`src/rtl/alu_param.sv`:
```
`default_nettype none
// ============================================================================
// Module   : alu_param
// Purpose  : Registered-operand ALU sequenced by a small FSM, with flags,
//            abort/freeze control and an optional shift-add multiplier
//            (built only when ALU_MUL_EN is defined).
// Revision : 1.0  initial release
// ============================================================================
module alu_param #(
    parameter int WIDTH = 8
) (
    input  logic             clk,
    input  logic             rst,
    input  logic             on,
    input  logic [2:0]       in_sel,
    input  logic [WIDTH-1:0] num1,
    input  logic [WIDTH-1:0] num2,
    input  logic [6:0]       out_sel,
    output logic [WIDTH-1:0] final1,
    output logic [WIDTH-1:0] final2,
    output logic [WIDTH-1:0] out,
    output logic [WIDTH-1:0] out_hi,
    output logic             carry,
    output logic             zero,
    output logic             ovf,
    output logic             err,
    output logic             valid,
    output logic             busy,
    output logic [1:0]       currState,
    output logic [1:0]       nextState
);

    localparam logic [6:0] OP_ADD = 7'b100_0000;
    localparam logic [6:0] OP_SUB = 7'b010_0000;
    localparam logic [6:0] OP_AND = 7'b001_0000;
    localparam logic [6:0] OP_OR  = 7'b000_1000;
    localparam logic [6:0] OP_XOR = 7'b000_0100;
    localparam logic [6:0] OP_NOT = 7'b000_0010;
    localparam logic [6:0] OP_MUL = 7'b000_0001;

`ifdef ALU_MUL_EN
    localparam bit MUL_EN = 1'b1;
`else
    localparam bit MUL_EN = 1'b0;
`endif

    typedef enum logic [1:0] {
        IDLE = 2'b00,
        EXEC = 2'b01,
        MUL  = 2'b10,
        DONE = 2'b11
    } state_t;

    state_t           state_q, state_d;
    logic [WIDTH-1:0] final1_q, final1_d, final2_q, final2_d;
    logic [WIDTH-1:0] out_q, out_d, out_hi_q, out_hi_d;
    logic [6:0]       op_q, op_d;
    logic             carry_q, carry_d, zero_q, zero_d;
    logic             ovf_q, ovf_d, err_q, err_d;

    logic             cmd_load, cmd_clear, op_legal, is_mul, abort;
    logic [WIDTH:0]   sum_w, diff_w;
    logic [WIDTH-1:0] alu_out;
    logic             alu_carry, alu_ovf;
    logic             a_msb, b_msb;

    assign cmd_load  = (in_sel == 3'b010);
    assign cmd_clear = (in_sel == 3'b001);
    assign op_legal  = $onehot(op_q) && !(op_q[0] && !MUL_EN);
    assign is_mul    = MUL_EN && (op_q == OP_MUL);
    assign a_msb     = final1_q[WIDTH-1];
    assign b_msb     = final2_q[WIDTH-1];

    // Single-cycle datapath; illegal op codes fall through to all-zero results
    always_comb begin
        sum_w     = {1'b0, final1_q} + {1'b0, final2_q};
        diff_w    = {1'b0, final1_q} - {1'b0, final2_q};
        alu_out   = '0;
        alu_carry = 1'b0;
        alu_ovf   = 1'b0;
        if (op_legal) begin
            case (op_q)
                OP_ADD: begin
                    alu_out   = sum_w[WIDTH-1:0];
                    alu_carry = sum_w[WIDTH];
                    alu_ovf   = (a_msb == b_msb) && (sum_w[WIDTH-1] != a_msb);
                end
                OP_SUB: begin
                    alu_out   = diff_w[WIDTH-1:0];
                    alu_carry = diff_w[WIDTH];
                    alu_ovf   = (a_msb != b_msb) && (diff_w[WIDTH-1] != a_msb);
                end
                OP_AND:  alu_out = final1_q & final2_q;
                OP_OR:   alu_out = final1_q | final2_q;
                OP_XOR:  alu_out = final1_q ^ final2_q;
                OP_NOT:  alu_out = ~final1_q;
                default: alu_out = '0;
            endcase
        end
    end

`ifdef ALU_MUL_EN
    localparam int CNT_W = $clog2(WIDTH);

    logic [2*WIDTH-1:0] prod_q, prod_d, prod_step;
    logic [WIDTH:0]     part_w;
    logic [CNT_W-1:0]   cnt_q, cnt_d;
    logic               mul_last;

    // Upper half accumulates A when the multiplier LSB is set, then the
    // whole product register shifts right, consuming one multiplier bit.
    always_comb begin
        part_w    = {1'b0, prod_q[2*WIDTH-1:WIDTH]}
                  + (prod_q[0] ? {1'b0, final1_q} : {(WIDTH+1){1'b0}});
        prod_step = {part_w, prod_q[WIDTH-1:1]};
        mul_last  = (cnt_q == CNT_W'(WIDTH-1));
    end
`endif

    always_comb begin
        state_d  = state_q;
        final1_d = final1_q;
        final2_d = final2_q;
        op_d     = op_q;
        out_d    = out_q;
        out_hi_d = out_hi_q;
        carry_d  = carry_q;
        zero_d   = zero_q;
        ovf_d    = ovf_q;
        err_d    = err_q;
        abort    = 1'b0;
`ifdef ALU_MUL_EN
        prod_d   = prod_q;
        cnt_d    = cnt_q;
`endif
        if (on) begin
            case (state_q)
                IDLE: begin
                    if (cmd_load) begin
                        final1_d = num1;
                        final2_d = num2;
                        op_d     = out_sel;
                        err_d    = 1'b0;
                        state_d  = EXEC;
                    end else if (cmd_clear) begin
                        final1_d = '0;
                        final2_d = '0;
                        out_d    = '0;
                        out_hi_d = '0;
                        carry_d  = 1'b0;
                        zero_d   = 1'b0;
                        ovf_d    = 1'b0;
                        err_d    = 1'b0;
                    end
                end
                EXEC: begin
                    if (cmd_clear) begin
                        abort = 1'b1;
                    end else if (is_mul) begin
`ifdef ALU_MUL_EN
                        prod_d  = {{WIDTH{1'b0}}, final2_q};
                        cnt_d   = '0;
`endif
                        state_d = MUL;
                    end else begin
                        out_d    = alu_out;
                        out_hi_d = '0;
                        carry_d  = alu_carry;
                        ovf_d    = alu_ovf;
                        err_d    = !op_legal;
                        zero_d   = op_legal && (alu_out == '0);
                        state_d  = DONE;
                    end
                end
`ifdef ALU_MUL_EN
                MUL: begin
                    if (cmd_clear) begin
                        abort = 1'b1;
                    end else begin
                        prod_d = prod_step;
                        cnt_d  = cnt_q + 1'b1;
                        if (mul_last) begin
                            out_d    = prod_step[WIDTH-1:0];
                            out_hi_d = prod_step[2*WIDTH-1:WIDTH];
                            carry_d  = (prod_step[2*WIDTH-1:WIDTH] != '0);
                            zero_d   = (prod_step == '0);
                            ovf_d    = 1'b0;
                            err_d    = 1'b0;
                            state_d  = DONE;
                        end
                    end
                end
`endif
                DONE:    state_d = IDLE;
                default: state_d = IDLE;
            endcase
        end

        // Abort wipes every register so no stale result leaks out afterwards
        if (abort) begin
            state_d  = IDLE;
            final1_d = '0;
            final2_d = '0;
            op_d     = '0;
            out_d    = '0;
            out_hi_d = '0;
            carry_d  = 1'b0;
            zero_d   = 1'b0;
            ovf_d    = 1'b0;
            err_d    = 1'b0;
`ifdef ALU_MUL_EN
            prod_d   = '0;
            cnt_d    = '0;
`endif
        end
    end

    always_ff @(posedge clk or negedge rst) begin
        if (!rst) begin
            state_q  <= IDLE;
            final1_q <= '0;
            final2_q <= '0;
            op_q     <= '0;
            out_q    <= '0;
            out_hi_q <= '0;
            carry_q  <= 1'b0;
            zero_q   <= 1'b0;
            ovf_q    <= 1'b0;
            err_q    <= 1'b0;
        end else begin
            state_q  <= state_d;
            final1_q <= final1_d;
            final2_q <= final2_d;
            op_q     <= op_d;
            out_q    <= out_d;
            out_hi_q <= out_hi_d;
            carry_q  <= carry_d;
            zero_q   <= zero_d;
            ovf_q    <= ovf_d;
            err_q    <= err_d;
        end
    end

`ifdef ALU_MUL_EN
    always_ff @(posedge clk or negedge rst) begin
        if (!rst) begin
            prod_q <= '0;
            cnt_q  <= '0;
        end else begin
            prod_q <= prod_d;
            cnt_q  <= cnt_d;
        end
    end
`endif

    assign final1    = final1_q;
    assign final2    = final2_q;
    assign out       = out_q;
    assign out_hi    = out_hi_q;
    assign carry     = carry_q;
    assign zero      = zero_q;
    assign ovf       = ovf_q;
    assign err       = err_q;
    assign valid     = (state_q == DONE) && on;
    assign busy      = (state_q == EXEC) || (state_q == MUL);
    assign currState = state_q;
    assign nextState = state_d;

endmodule
`default_nettype wire

```
`config.mk`:
```
export PLATFORM = sky130hd
export DESIGN_NAME = alu_param
export DESIGN_NICKNAME = d
export VERILOG_FILES = /design/src/rtl/alu_param.sv
export SDC_FILE = /design/constraint.sdc
export NUM_CORES = 1
export LEC_CHECK = 0
export CAP_MARGIN = 20
export CELL_PAD_IN_SITES_DETAIL_PLACEMENT = 0
export CELL_PAD_IN_SITES_GLOBAL_PLACEMENT = 1
export CORE_UTILIZATION = 41
export CTS_CLUSTER_SIZE = 30
export DETAILED_ROUTE_END_ITERATION = 8
export PLACE_DENSITY = 0.86
export SYNTH_ARGS = -nofsm -noshare
export SYNTH_HDL_FRONTEND = slang
export SYNTH_SLANG_ARGS = --single-unit
```
`constraint.sdc`:
```
create_clock -name clk -period 7.3 [get_ports clk]
set_input_delay 1.095 -clock clk [delete_from_list [all_inputs] [get_ports clk]]
set_output_delay 1.095 -clock clk [all_outputs]
set_load 0.1 [all_outputs]
```
==> impl_results.md <==
* Status: finished, final reports clean
* Multiplexer share of the synthesized area at less than 1%
* IO Pins at 71
* Clk root buf: clkbuf_8
* Vias in the first global route at 2,481
* Die Span Y at 86.5 µm
* Critical Path RT at roughly 6.2 ns
* H-tree Lvls at 2
* GPL Wtd Cong at between 0.9 and 1
* Adder-cell share of the synthesized area at between 10% and 20%
* Worst setup EP type: output port
* Max Cap Violations at 0
* Proportion of layout cells with a drive suffix above 1 at a little over 4%
* TritonCTS clock tree: yes
* Hold-fix buffers, CTS at 0
* Min Tclk post-route at 4.63 ns
* Setup bufs post-CTS at 0
* Seq/Total Area, Yosys at between 30% and 40%
* Final Hold Viols at 0
* Ys flop type: dfrtp_1
* Max Fclk at 0.216 GHz
* Synth Area in XOR/XNOR at 0.898%
* Final HPWL DP at 5.85 mm
* Count of cell types in the netlist at 56
* Worst R2R Setup Slack at 3.12 ns
* Avg Cell Area, Syn at 9.26 µm²
* Max-slew violation count at 0
* DRT antenna net count at 0
* Residual DRC count at 0
* Die width at 86.5 µm
* Largest family of logic cells by synthesized area: compound AO/OA/AOI/OAI gates
* Fin crit share at 63.4%
* Worst Path Arrival at 3.53 ns
* EDFF count, synth at 0
* Register-to-Register Path Depth at 11
* Initial antenna violation count at 0
* First-pass GRT wire length at 12.3 mm
* Max-Slew Margin vs Limit at 34.3%
* Nets at approximately 440
* Post-cts resize count at 0
* Async set-reset flop share out of synthesis at 100%
* Clk_skew at between 0.01 and 0.015 ns
* RSZ-0062 raised after global routing: false
* Highest routed layer: met4
* Critical Path Fanout Max at 9
* Effective utilization at floorplan at ~43%
* Simple-gate area share of the yosys netlist at 13.6%
* CP endpoint: nextState[0]
* WL per Instance at 16.3 µm
* Core region area at just under 7000 µm²
* TritonCTS Buffers at 5
* PortBufs at 62
* Crit path kind: input pin to output port
* Met1 WL at ~3.6 mm
* Clk_lat worst skew at about 0.3 ns
* Overall routed net length at approximately 7.6 mm
* Final setup fails at 0
* Startpoint Class: input pin
* Largest net degree at the start of global routing at 38
* Met3 wire length at ~370 µm
* DR WL met2 at 3.58 mm
* Synth Area in Compound Gates at 27.7%
* CP Launch Point: in_sel[0]
* DR iter-0 viols at 178
* Via count at roughly 2,700
* Yosys warns at 0
* Hold path depth at 2
* Max clock buf depth at 2
* Reg2reg start: op_q[3]$_DFFE_PN0P_
* Mapped Cells at between 300 and 400
* Congestion Overflow GR at 0
* TritonRoute pass-1 iters at 5
* Area growth syn-to-layout at 26.2%
* Post-DR vias/cell at between 5 and 6
* CTS sink cnt at 37
* Die ar. at between 7000 and 8000 µm²
* Tightest Hold Check Type: flop to flop
* #FFs+latches synth at 37
* # rows at 30
* Gr usage total at a little over a fifth
* N_diodes at 0
* Worst R2R End: zero$_DFFE_PN0P_
* Worst Tran Pin Value at about 0.98 ns
* Clock slew at reported path FFs at roughly 0.08 ns
* Post-Syn Area at just under 3000 µm²
* TNS Setup at 0 ns
## how the worst min path moves through the flow
stage                                to  slack, ns           startpoint
floorplan           op_q[0]$_DFFE_PN0P_       0.49  op_q[0]$_DFFE_PN0P_
global placement        err$_DFFE_PN0P_       0.46      err$_DFFE_PN0P_
detailed placement      err$_DFFE_PN0P_       0.48      err$_DFFE_PN0P_
CTS                     err$_DFFE_PN0P_       0.50      err$_DFFE_PN0P_
global route            err$_DFFE_PN0P_       0.51      err$_DFFE_PN0P_
finish               out[1]$_DFFE_PN0P_       0.49   out[1]$_DFFE_PN0P_
## cell type report
class | instances | area [µm²]
clock buffers | 5 | 68.8
clock inverters | 3 | 65.1
fillers | 655 | 3140
inverters | 37 | 139
multi-input cells | 229 | 1760
flip-flops and latches | 37 | 926
well taps | 96 | 120
repair buffers | 62 | 616
## cell usage after synthesis (2+ instances only)
cell | count | area, µm²
buf_4 | 12 | 90.1
a21o_1 | 7 | 52.6
a2111oi_2 | 3 | 45.0
nor3_1 | 6 | 30.0
fa_1 | 6 | 120
nand3_1 | 6 | 30.0
o31ai_1 | 4 | 30.0
o21ai_0 | 13 | 65.1
and3_1 | 3 | 18.8
and2_1 | 2 | 12.5
clkbuf_1 | 6 | 22.5
nand2_1 | 17 | 63.8
nand2b_1 | 2 | 12.5
o21bai_1 | 2 | 15.0
o21ai_1 | 2 | 10.0
o221ai_1 | 3 | 26.3
a21oi_1 | 14 | 70.1
a31oi_1 | 4 | 25.0
dfrtp_1 | 37 | 926
nor2_1 | 15 | 56.3
ha_1 | 29 | 363
or3_1 | 3 | 18.8
a32o_1 | 2 | 20.0
xnor2_1 | 2 | 17.5
a221o_1 | 3 | 30.0
o22ai_1 | 7 | 43.8
and4_1 | 3 | 26.3
a211oi_1 | 4 | 30.0
nor4_1 | 4 | 25.0
nor3b_1 | 3 | 22.5
inv_1 | 37 | 139
nand4_1 | 3 | 18.8
a22o_1 | 29 | 254
## state kept, by name, summed over array words and instances (netlist names)
register   count
carry          1
currState      2
err            1
final1         8
final2         8
op_q           7
out            8
ovf            1
zero           1
## stage by stage
step | setup WS [ns] | utilization [%] | hold slack, ns | instance area [µm²] | instances
after floorplan | 2.63 | - | 0.488 | 2950 | 323
after global placement | 2.67 | 52.1 | 0.457 | 3560 | 461
after detailed placement | 2.66 | 52.1 | 0.480 | 3560 | 461
after CTS | 2.66 | 54.1 | 0.497 | 3690 | 469
after global routing | 2.43 | 54.1 | 0.505 | 3690 | 469
final | 2.67 | 54.1 | 0.488 | 3690 | 469
## routing by layer
layer,global-route usage [%],vias up
li1,-,1271
met1,30.1,1322
met2,34.1,83
met3,3.14,8
met4,6.67,0
met5,0,-
## layout by cell type (no fill, tap or decap), types with 2 or more instances in the layout
master,n
o22ai_1,7
fa_1,6
a32o_1,2
nand2b_1,2
a21o_1,7
o221ai_1,3
a2111oi_2,3
xnor2_1,2
dfrtp_1,37
ha_1,29
nor4_1,4
nand2_1,17
a21oi_1,14
nor2_1,15
o21ai_0,13
nor3b_1,3
clkbuf_8,5
a31oi_1,4
a211oi_1,4
a221o_1,3
nand3_1,6
conb_1,8
bufinv_16,2
a22o_1,29
and3_1,3
nor3_1,6
o21ai_1,2
and4_1,3
o21bai_1,2
and2_1,2
clkdlybuf4s50_1,61
or3_1,3
inv_1,37
o31ai_1,4
nand4_1,3
## kinds of logic after synthesis
logic type	Yosys count
AOI/OAI and AO/OA	108
and+or+nand+nor	74
buffers and inverters	57
DFF	37
adders and majority gates	35
xor gates and xnor gates	3
other	1
muxes	1
## worst max-delay path: stages
cell and delay [ns]:
clkdlybuf4s50_1 0.47, nor3b_1 0.68, nand3_1 0.13, o21ai_0 0.10, a21oi_1 0.08, clkdlybuf4s50_1 0.97
Power is not shown: default switching activity piles up to over one toggle a cycle in this logic, so the estimate is an artifact.
